$ cat config.mk
export PLATFORM = sky130hd
export DESIGN_NAME = rf_writeback_ctrl
export DESIGN_NICKNAME = d
export VERILOG_FILES = /design/src/rtl/rf_writeback_ctrl.sv
export SDC_FILE = /design/constraint.sdc
export NUM_CORES = 1
export LEC_CHECK = 0
export ABC_AREA = 0
export CORE_ASPECT_RATIO = 0.5
export CORE_MARGIN = 2
export CORE_UTILIZATION = 35
export CTS_BUF_LIST = sky130_fd_sc_hd__clkbuf_8
export DETAILED_ROUTE_END_ITERATION = 12
export PLACE_DENSITY = 0.59
export REMOVE_ABC_BUFFERS = 1
export SYNTH_ARGS = -nofsm -noshare
export SYNTH_HDL_FRONTEND = slang
export SYNTH_SLANG_ARGS = --single-unit
$ cat constraint.sdc
create_clock -name clk -period 10.5 [get_ports clk]
set_input_delay 2.1 -clock clk [delete_from_list [all_inputs] [get_ports clk]]
set_output_delay 2.1 -clock clk [all_outputs]
set_load 0.01 [all_outputs]
$ cat src/rtl/rf_writeback_ctrl.sv
// Register-file write-back controller: in-order write queue fed by ALU and memory producers,
// drained one entry per cycle, with pending bitmap and two forwarding ports. Optional macro: WB_R0_ZERO_EN.
module rf_writeback_ctrl #(
    parameter int DEPTH = 4,
    parameter int AW    = 4,
    parameter int DW    = 32
) (
    input  logic                  clk,
    input  logic                  rst,
    input  logic                  alu_valid,
    output logic                  alu_ready,
    input  logic [AW-1:0]         alu_addr,
    input  logic [DW-1:0]         alu_data,
    input  logic                  mem_valid,
    output logic                  mem_ready,
    input  logic [AW-1:0]         mem_addr,
    input  logic [DW-1:0]         mem_data,
    output logic                  rf_wen,
    output logic [AW-1:0]         rf_waddr,
    output logic [DW-1:0]         rf_wdata,
    output logic [(1<<AW)-1:0]    pending,
    input  logic [AW-1:0]         fwd_addr1,
    input  logic [AW-1:0]         fwd_addr2,
    output logic                  fwd_hit1,
    output logic                  fwd_hit2,
    output logic [DW-1:0]         fwd_data1,
    output logic [DW-1:0]         fwd_data2,
    output logic                  full,
    output logic                  empty
);

    localparam int PW = (DEPTH > 1) ? $clog2(DEPTH) : 1;
    localparam int CW = PW + 1;
    localparam int NR = 1 << AW;
    localparam logic [CW-1:0] DEPTH_C = CW'(DEPTH);

    logic [AW-1:0] addr_q [DEPTH];
    logic [AW-1:0] addr_d [DEPTH];
    logic [DW-1:0] data_q [DEPTH];
    logic [DW-1:0] data_d [DEPTH];
    logic [PW-1:0] head_q, head_d;
    logic [PW-1:0] tail_q, tail_d;
    logic [CW-1:0] count_q, count_d;
    logic          rf_wen_q, rf_wen_d;
    logic [AW-1:0] rf_waddr_q, rf_waddr_d;
    logic [DW-1:0] rf_wdata_q, rf_wdata_d;

    logic [CW-1:0] free_s;
    logic          mem_ready_s, alu_ready_s;
    logic          mem_acc_s, alu_acc_s;
    logic          mem_enq_s, alu_enq_s;
    logic          pop_s;
    logic [PW-1:0] alu_slot_s;

    logic [NR-1:0] pending_s;
    logic          hit1_s, hit2_s;
    logic [DW-1:0] data1_s, data2_s;
    logic [PW-1:0] scan_idx_s;
    logic          slot_valid_s;
    logic          match1_s, match2_s;

    // Handshake: readiness from free slots only; same-cycle pops are not credited.
    always_comb begin
        free_s      = DEPTH_C - count_q;
        mem_ready_s = (free_s >= CW'(1));
        alu_ready_s = (free_s >= CW'(2)) | ((free_s == CW'(1)) & ~mem_valid);
        mem_acc_s   = mem_valid & mem_ready_s;
        alu_acc_s   = alu_valid & alu_ready_s;
`ifdef WB_R0_ZERO_EN
        // Writes to the hardwired-zero register are consumed but never queued.
        mem_enq_s   = mem_acc_s & (mem_addr != {AW{1'b0}});
        alu_enq_s   = alu_acc_s & (alu_addr != {AW{1'b0}});
`else
        mem_enq_s   = mem_acc_s;
        alu_enq_s   = alu_acc_s;
`endif
        pop_s       = (count_q != {CW{1'b0}});
    end

    // Queue next state: pop head into the write port, then enqueue mem (older) before ALU.
    always_comb begin
        addr_d     = addr_q;
        data_d     = data_q;
        head_d     = head_q;
        rf_wen_d   = 1'b0;
        rf_waddr_d = rf_waddr_q;
        rf_wdata_d = rf_wdata_q;
        if (pop_s) begin
            rf_wen_d   = 1'b1;
            rf_waddr_d = addr_q[head_q];
            rf_wdata_d = data_q[head_q];
            head_d     = head_q + PW'(1);
        end else begin
            rf_wen_d   = 1'b0;
        end
        alu_slot_s = tail_q + PW'(mem_enq_s);
        if (mem_enq_s) begin
            addr_d[tail_q] = mem_addr;
            data_d[tail_q] = mem_data;
        end else begin
            addr_d[tail_q] = addr_d[tail_q];
        end
        if (alu_enq_s) begin
            addr_d[alu_slot_s] = alu_addr;
            data_d[alu_slot_s] = alu_data;
        end else begin
            addr_d[alu_slot_s] = addr_d[alu_slot_s];
        end
        tail_d  = tail_q + PW'(mem_enq_s) + PW'(alu_enq_s);
        count_d = count_q + CW'(mem_enq_s) + CW'(alu_enq_s) - CW'(pop_s);
    end

    // State registers; reset discards every queued write and clears the write port.
    always_ff @(posedge clk or negedge rst) begin
        if (!rst) begin
            for (int i = 0; i < DEPTH; i++) begin
                addr_q[i] <= {AW{1'b0}};
                data_q[i] <= {DW{1'b0}};
            end
            head_q     <= {PW{1'b0}};
            tail_q     <= {PW{1'b0}};
            count_q    <= {CW{1'b0}};
            rf_wen_q   <= 1'b0;
            rf_waddr_q <= {AW{1'b0}};
            rf_wdata_q <= {DW{1'b0}};
        end else begin
            addr_q     <= addr_d;
            data_q     <= data_d;
            head_q     <= head_d;
            tail_q     <= tail_d;
            count_q    <= count_d;
            rf_wen_q   <= rf_wen_d;
            rf_waddr_q <= rf_waddr_d;
            rf_wdata_q <= rf_wdata_d;
        end
    end

    // Pending bitmap and forwarding: scan oldest to youngest so the youngest match wins.
    always_comb begin
        pending_s    = {NR{1'b0}};
        hit1_s       = 1'b0;
        hit2_s       = 1'b0;
        data1_s      = {DW{1'b0}};
        data2_s      = {DW{1'b0}};
        scan_idx_s   = head_q;
        slot_valid_s = 1'b0;
        match1_s     = 1'b0;
        match2_s     = 1'b0;
        for (int i = 0; i < DEPTH; i++) begin
            scan_idx_s   = head_q + PW'(i);
            slot_valid_s = (CW'(i) < count_q);
            match1_s     = slot_valid_s & (addr_q[scan_idx_s] == fwd_addr1);
            match2_s     = slot_valid_s & (addr_q[scan_idx_s] == fwd_addr2);
            hit1_s       = hit1_s | match1_s;
            hit2_s       = hit2_s | match2_s;
            data1_s      = match1_s ? data_q[scan_idx_s] : data1_s;
            data2_s      = match2_s ? data_q[scan_idx_s] : data2_s;
            pending_s[addr_q[scan_idx_s]] = pending_s[addr_q[scan_idx_s]] | slot_valid_s;
        end
`ifdef WB_R0_ZERO_EN
        hit1_s       = (fwd_addr1 == {AW{1'b0}}) ? 1'b1 : hit1_s;
        data1_s      = (fwd_addr1 == {AW{1'b0}}) ? {DW{1'b0}} : data1_s;
        hit2_s       = (fwd_addr2 == {AW{1'b0}}) ? 1'b1 : hit2_s;
        data2_s      = (fwd_addr2 == {AW{1'b0}}) ? {DW{1'b0}} : data2_s;
        pending_s[0] = 1'b0;
`endif
    end

    assign alu_ready = alu_ready_s;
    assign mem_ready = mem_ready_s;
    assign rf_wen    = rf_wen_q;
    assign rf_waddr  = rf_waddr_q;
    assign rf_wdata  = rf_wdata_q;
    assign pending   = pending_s;
    assign fwd_hit1  = hit1_s;
    assign fwd_hit2  = hit2_s;
    assign fwd_data1 = data1_s;
    assign fwd_data2 = data2_s;
    assign full      = (count_q == DEPTH_C);
    assign empty     = (count_q == {CW{1'b0}});

endmodule

Word-level counts from Yosys, hierarchy flattened

Memories as Yosys holds them, arrays and structs flattened.
Cells that the tools add are included.

Order comparisons: 22
Reduce and logical (&&, ||, !) cells: 8
Add/sub/neg operators: 9
Bitwise logic cells: 30
Muxes and demuxes: 75
Eq/ne operators: 10

Operator list:

| cell                                                        | number |
|---|---|
| 2-to-1 mux 32 bit                                           | 18 |
| binary-select mux 32 bit (select 2 bit)                     | 4 |
| bitwise mux 128 bit                                         | 2 |
| 2-to-1 mux 128 bit                                          | 2 |
| demux 32 bit (select 2 bit)                                 | 2 |
| bitwise mux 16 bit                                          | 7 |
| 2-to-1 mux 4 bit                                            | 14 |
| binary-select mux 4 bit (select 2 bit)                      | 6 |
| equality test 4 bit                                         | 8 |
| 2-to-1 mux 16 bit                                           | 2 |
| less-than comparator 4 x 5 -> 1 bit (second input constant) | 4 |
| >= comparator 3 bit (second input constant)                 | 6 |
| inverter 2 -> 3 bit                                         | 6 |
| AND 16 bit                                                  | 1 |
| demux 1 bit (select 4 bit)                                  | 4 |
| demux 4 bit (select 2 bit)                                  | 2 |
| >= comparator 4 x 1 -> 1 bit (second input constant)        | 4 |
| binary-select mux 1 bit (select 4 bit)                      | 3 |
| AND 1 bit                                                   | 11 |
| OR 1 bit                                                    | 11 |
| 2-to-1 mux 1 bit                                            | 9 |
| adder 3 x 1 -> 3 bit                                        | 2 |
| logical AND 1 bit                                           | 6 |
| less-than comparator 1 x 3 -> 1 bit (first input constant)  | 2 |
| other kinds (14)                                            | 18 |

Memory bits (read-only): 16
Memories kept: 1
Register bits after elaboration: 188

Memory list:

| memory           | depth | bits a word | read ports | clocked after Yosys merged registers in | wr ports | RTL line | source |
|---|---|---|---|---|---|---|---|
| (name not given) | 16    | 1           | 1          | 0                                       | 0        | 158      | `pending_s[addr_q[scan_idx_s]] = pending_s[addr_q[scan_idx_s]] \| slot_valid_s;` |

Depth between registers and ports, before layout

Depth in word-level cells: 21
Mapped depth: 17
Depth with buffers taken out: 15

Least setup slack after synthesis

No wires, ideal clock.

Kind: input -> output
From: in fwd_addr1[1]
To: out fwd_data1[26]
Slack: 4.916 ns
Cell stages on the path: 9
Data arrival time: 3.484 ns
Path through: clkbuf_1 > xnor2_1 > nand3_1 > nor3_4 > nor2_4 > buf_4 > a22oi_1 > a211oi_1 > a21o_1

Cells in the longest elaborated chain, start to end: 6
Elaborated cells between the ends (all ways): 12
Those cells by class: 4 x eq/ne; 4 x mux; 4 x bitwise

RTL lines:

| element                         | RTL line | source |
|---|---|---|
| from (decl)                     | 22       | `input logic [AW-1:0] fwd_addr1,` |
| equality test 4 bit             | 152      | `match1_s = slot_valid_s & (addr_q[scan_idx_s] == fwd_addr1);` |
| AND 1 bit                       | 152      |  |
| 2-to-1 mux 32 bit (3 in series) | 156      | `data1_s = match1_s ? data_q[scan_idx_s] : data1_s;` |
| 2-to-1 mux 32 bit (*)           | 156      |  |
| to (decl)                       | 26       | `output logic [DW-1:0] fwd_data1,` |

Every way passes the cells marked *; elsewhere a longest branch is shown, timed or not.

Final worst setup path

From: in fwd_addr2[2]
To: out fwd_data2[8]

Cells in the longest elaborated chain, start to end: 6
Elaborated cells between the ends (all ways): 12
Those cells by class: 4 x eq/ne; 4 x mux; 4 x bitwise

RTL lines:

| element                         | RTL line | source |
|---|---|---|
| from (decl)                     | 23       | `input logic [AW-1:0] fwd_addr2,` |
| equality test 4 bit             | 153      | `match2_s = slot_valid_s & (addr_q[scan_idx_s] == fwd_addr2);` |
| AND 1 bit                       | 153      |  |
| 2-to-1 mux 32 bit (3 in series) | 157      | `data2_s = match2_s ? data_q[scan_idx_s] : data2_s;` |
| 2-to-1 mux 32 bit (*)           | 157      |  |
| to (decl)                       | 27       | `output logic [DW-1:0] fwd_data2,` |

Marks and branches as above.

==> metrics.yaml <==
finalClockSkew_ns: 0.02030
worst_pin_slew_ns: 1.109
htree_levels: 4
ios: 207
syn_inst: 1705
yosys-top-cells-area: "dfrtp_1 29%, mux4_2 20%, mux2i_1 8.7%"
drc: 0
setup_viol: 0
path_clk_slew_ns: 0.10
dieArea_um2: 48080
slew_headroom_pct: 25.87
place_hpwl_mm: 34.39
grt_max_degree: 80
drv_slew: 0
synth-xor-area-share_pct: 2.273
drtIter0Drc: 1259
met1_length_mm: 21.18
top_layer: "met4"
die_y_um: 156.1
required_ns: 8.40
synth_area_per_cell_um2: 9.492
cts_inserted_buffers: 17
ys_warn_count: 0
final_cells: 2408
fp.dieW_um: 308.1
synthSimpleGateAreaFrac_pct: 13.80
synth_most_common_cell: "nand2_1"
routedWlPerCell_um: 21.44
vias: 14160
syn2layout_area_growth_pct: 16.54
fin_crit_sh_pct: 72.64
cp_max_fo: 34
drive_above_1_share_pct: 14.02
synth_mux_area_share_pct: 29.88
placedCellCount: 2371
wl_met2_mm: 26.78
ant_nets: 0
synth-compound-area-share_pct: 18.97
cp-end-kind: "output pin"
synthAdderAreaFrac_pct: 1.021
synthTopCellsByCount: "209 x nand2_1, 190 x nor2_1, 188 x dfrtp_1, 144 x mux4_2, 140 x mux2i_1"
cts_tree: "done"
ys_types: 66
synth_top_family_by_area: "multiplexers"
synth_seq_cells: 188
clockRootBuffer: "clkbuf_8"
start_kind: "input port"
hold_violations: 0
ys.flop_type: "dfrtp_1"
numPortBuffers: 206
grt_pass1_wl_mm: 80.65
setup_tns_ns: 0
gp_congestion: 0.8960
antenna_found_initial: 5
grt_pass1_vias: 13590
maxCapViolations: 0
clkSinkCount: 188
crit_type: "in2out"
totalWireLength_mm: 51.62
ys_seq_area_share_pct: 29.07
nNetsFinal: 1888
cts_setup_buffers: 0
core_area_um2: 45420
netlist.top_cell.by_area: "dfrtp_1"
grt_usage_pct: 21.48
vias_per_cell: 5.878
synthArstFlopShare_pct: 100.0
rsz0062_at_grt: "false"
cts_resized: 0
cts_buffer_depth: 2
std_cell_rows: 55
wl_met3_mm: 2.166
fin_crit_ns: 7.627
grt.overflow.total: 0
yosysTopAreaCellShare_pct: 29.07
fmax_mhz: 131.1
worstSkewPairLatency_ns: 0.52
min_path_type: "reg2reg"
status: "finished clean"
synth_edf_count: 0
worst_ep_arrival_time_ns: 5.53
first_pass_iters: 8
postCtsHoldBufs: 0
initial_core_util_pct: 35.63
synth_area_um2: 16180
-- final timing paths --
path / from / end / slack (ns) / depth (start not counted)
max in group asynchronous: rst / head_q[1] / 7.41 / 2
worst min register to register: rf_wdata[19] / rf_wdata[19] / 0.48 / 2
worst max-delay path: fwd_addr2[2] / fwd_data2[8] / 2.87 / 10
worst max register to register: count_q[0] / data_q[115] / 5.37 / 13
min in group asynchronous: rst / rf_wdata[3] / 1.61 / 1
worst min-delay path: rf_wdata[19] / rf_wdata[19] / 0.48 / 2
-- metal layers --
| layer | up-vias | GRT usage (%) |
|---|---|---|
| li1 | 6558 | - |
| met1 | 7087 | 26.84 |
| met2 | 414 | 38.34 |
| met3 | 96 | 2.391 |
| met4 | 0 | 8.107 |
| met5 | - | 0 |
-- cell families (layout without fill, tap and decap cells) --
kind of cell             count (synthesis)  in the layout
multiplexers                           300            300
buffers and inverters                  180            280
adder cells (fa/ha/maj)                 12             12
flip-flops                             188            188
other                                    0              5
AO/OA/AOI/OAI                          468            468
AND/OR/NAND/NOR                        515            515
XOR/XNOR                                42             42
-- area by class of cell --
class	count	area, µm²
multi-input cells	1337	10720
flip-flops and latches	188	4712
well taps	598	748.2
clock inverters	15	122.6
repair buffers	230	2246
clock buffers	17	234.0
inverters	18	67.56
fillers	4427	26560
diodes	5	12.51
-- per-stage QoR --
stage	instance area (µm²)	hold WS [ns]	utilization (%)	setup WS (ns)
4_1_cts	18850	0.4851	41.50	2.922
3_5_place_dp	18490	0.4604	40.71	2.922
5_1_grt	18860	0.5100	41.52	2.698
3_3_place_gp	18490	0.4549	40.71	3.011
2_1_floorplan	15440	0.5086	-	-1.835
6_report	18860	0.4808	41.52	2.873
-- layout by cell type (no fill, tap or decap), drive strengths merged, types with 12 or more instances in the layout --
cell / Yosys / routed
a21oi: 100 / 100
nand2b: 12 / 12
nand2: 210 / 210
xnor2: 28 / 28
mux2: 15 / 15
dfrtp: 188 / 188
mux4: 144 / 144
buf: 79 / 24
mux2i: 141 / 141
nor3: 28 / 28
xor2: 14 / 14
nor2: 192 / 192
o21ai: 93 / 93
a21o: 70 / 70
a22oi: 73 / 73
nand3: 16 / 16
clkbuf: 83 / 18
nor2b: 17 / 17
clkdlybuf4s50: 0 / 205
a211oi: 79 / 79
inv: 18 / 22
-- critical path: stages --
cell,delay (ns)
clkdlybuf4s50_1,0.59
xor2_1,0.27
nor3_4,0.06
buf_4,0.29
nor2_2,0.71
buf_4,0.43
a22oi_1,0.14
a211oi_1,0.26
a21o_1,0.14
clkdlybuf4s50_1,0.54
-- flip-flops by register name, summed over array words and instances, names as in the netlist --
| signal | count |
|---|---|
| data_q | 128 |
| rf_wdata | 32 |
| addr_q | 16 |
| rf_waddr | 4 |
| count_q | 3 |
| head_q | 2 |
| tail_q | 2 |
| rf_wen | 1 |
Power is not shown: default switching activity piles up to over one toggle a cycle in this logic, so the estimate is an artifact.
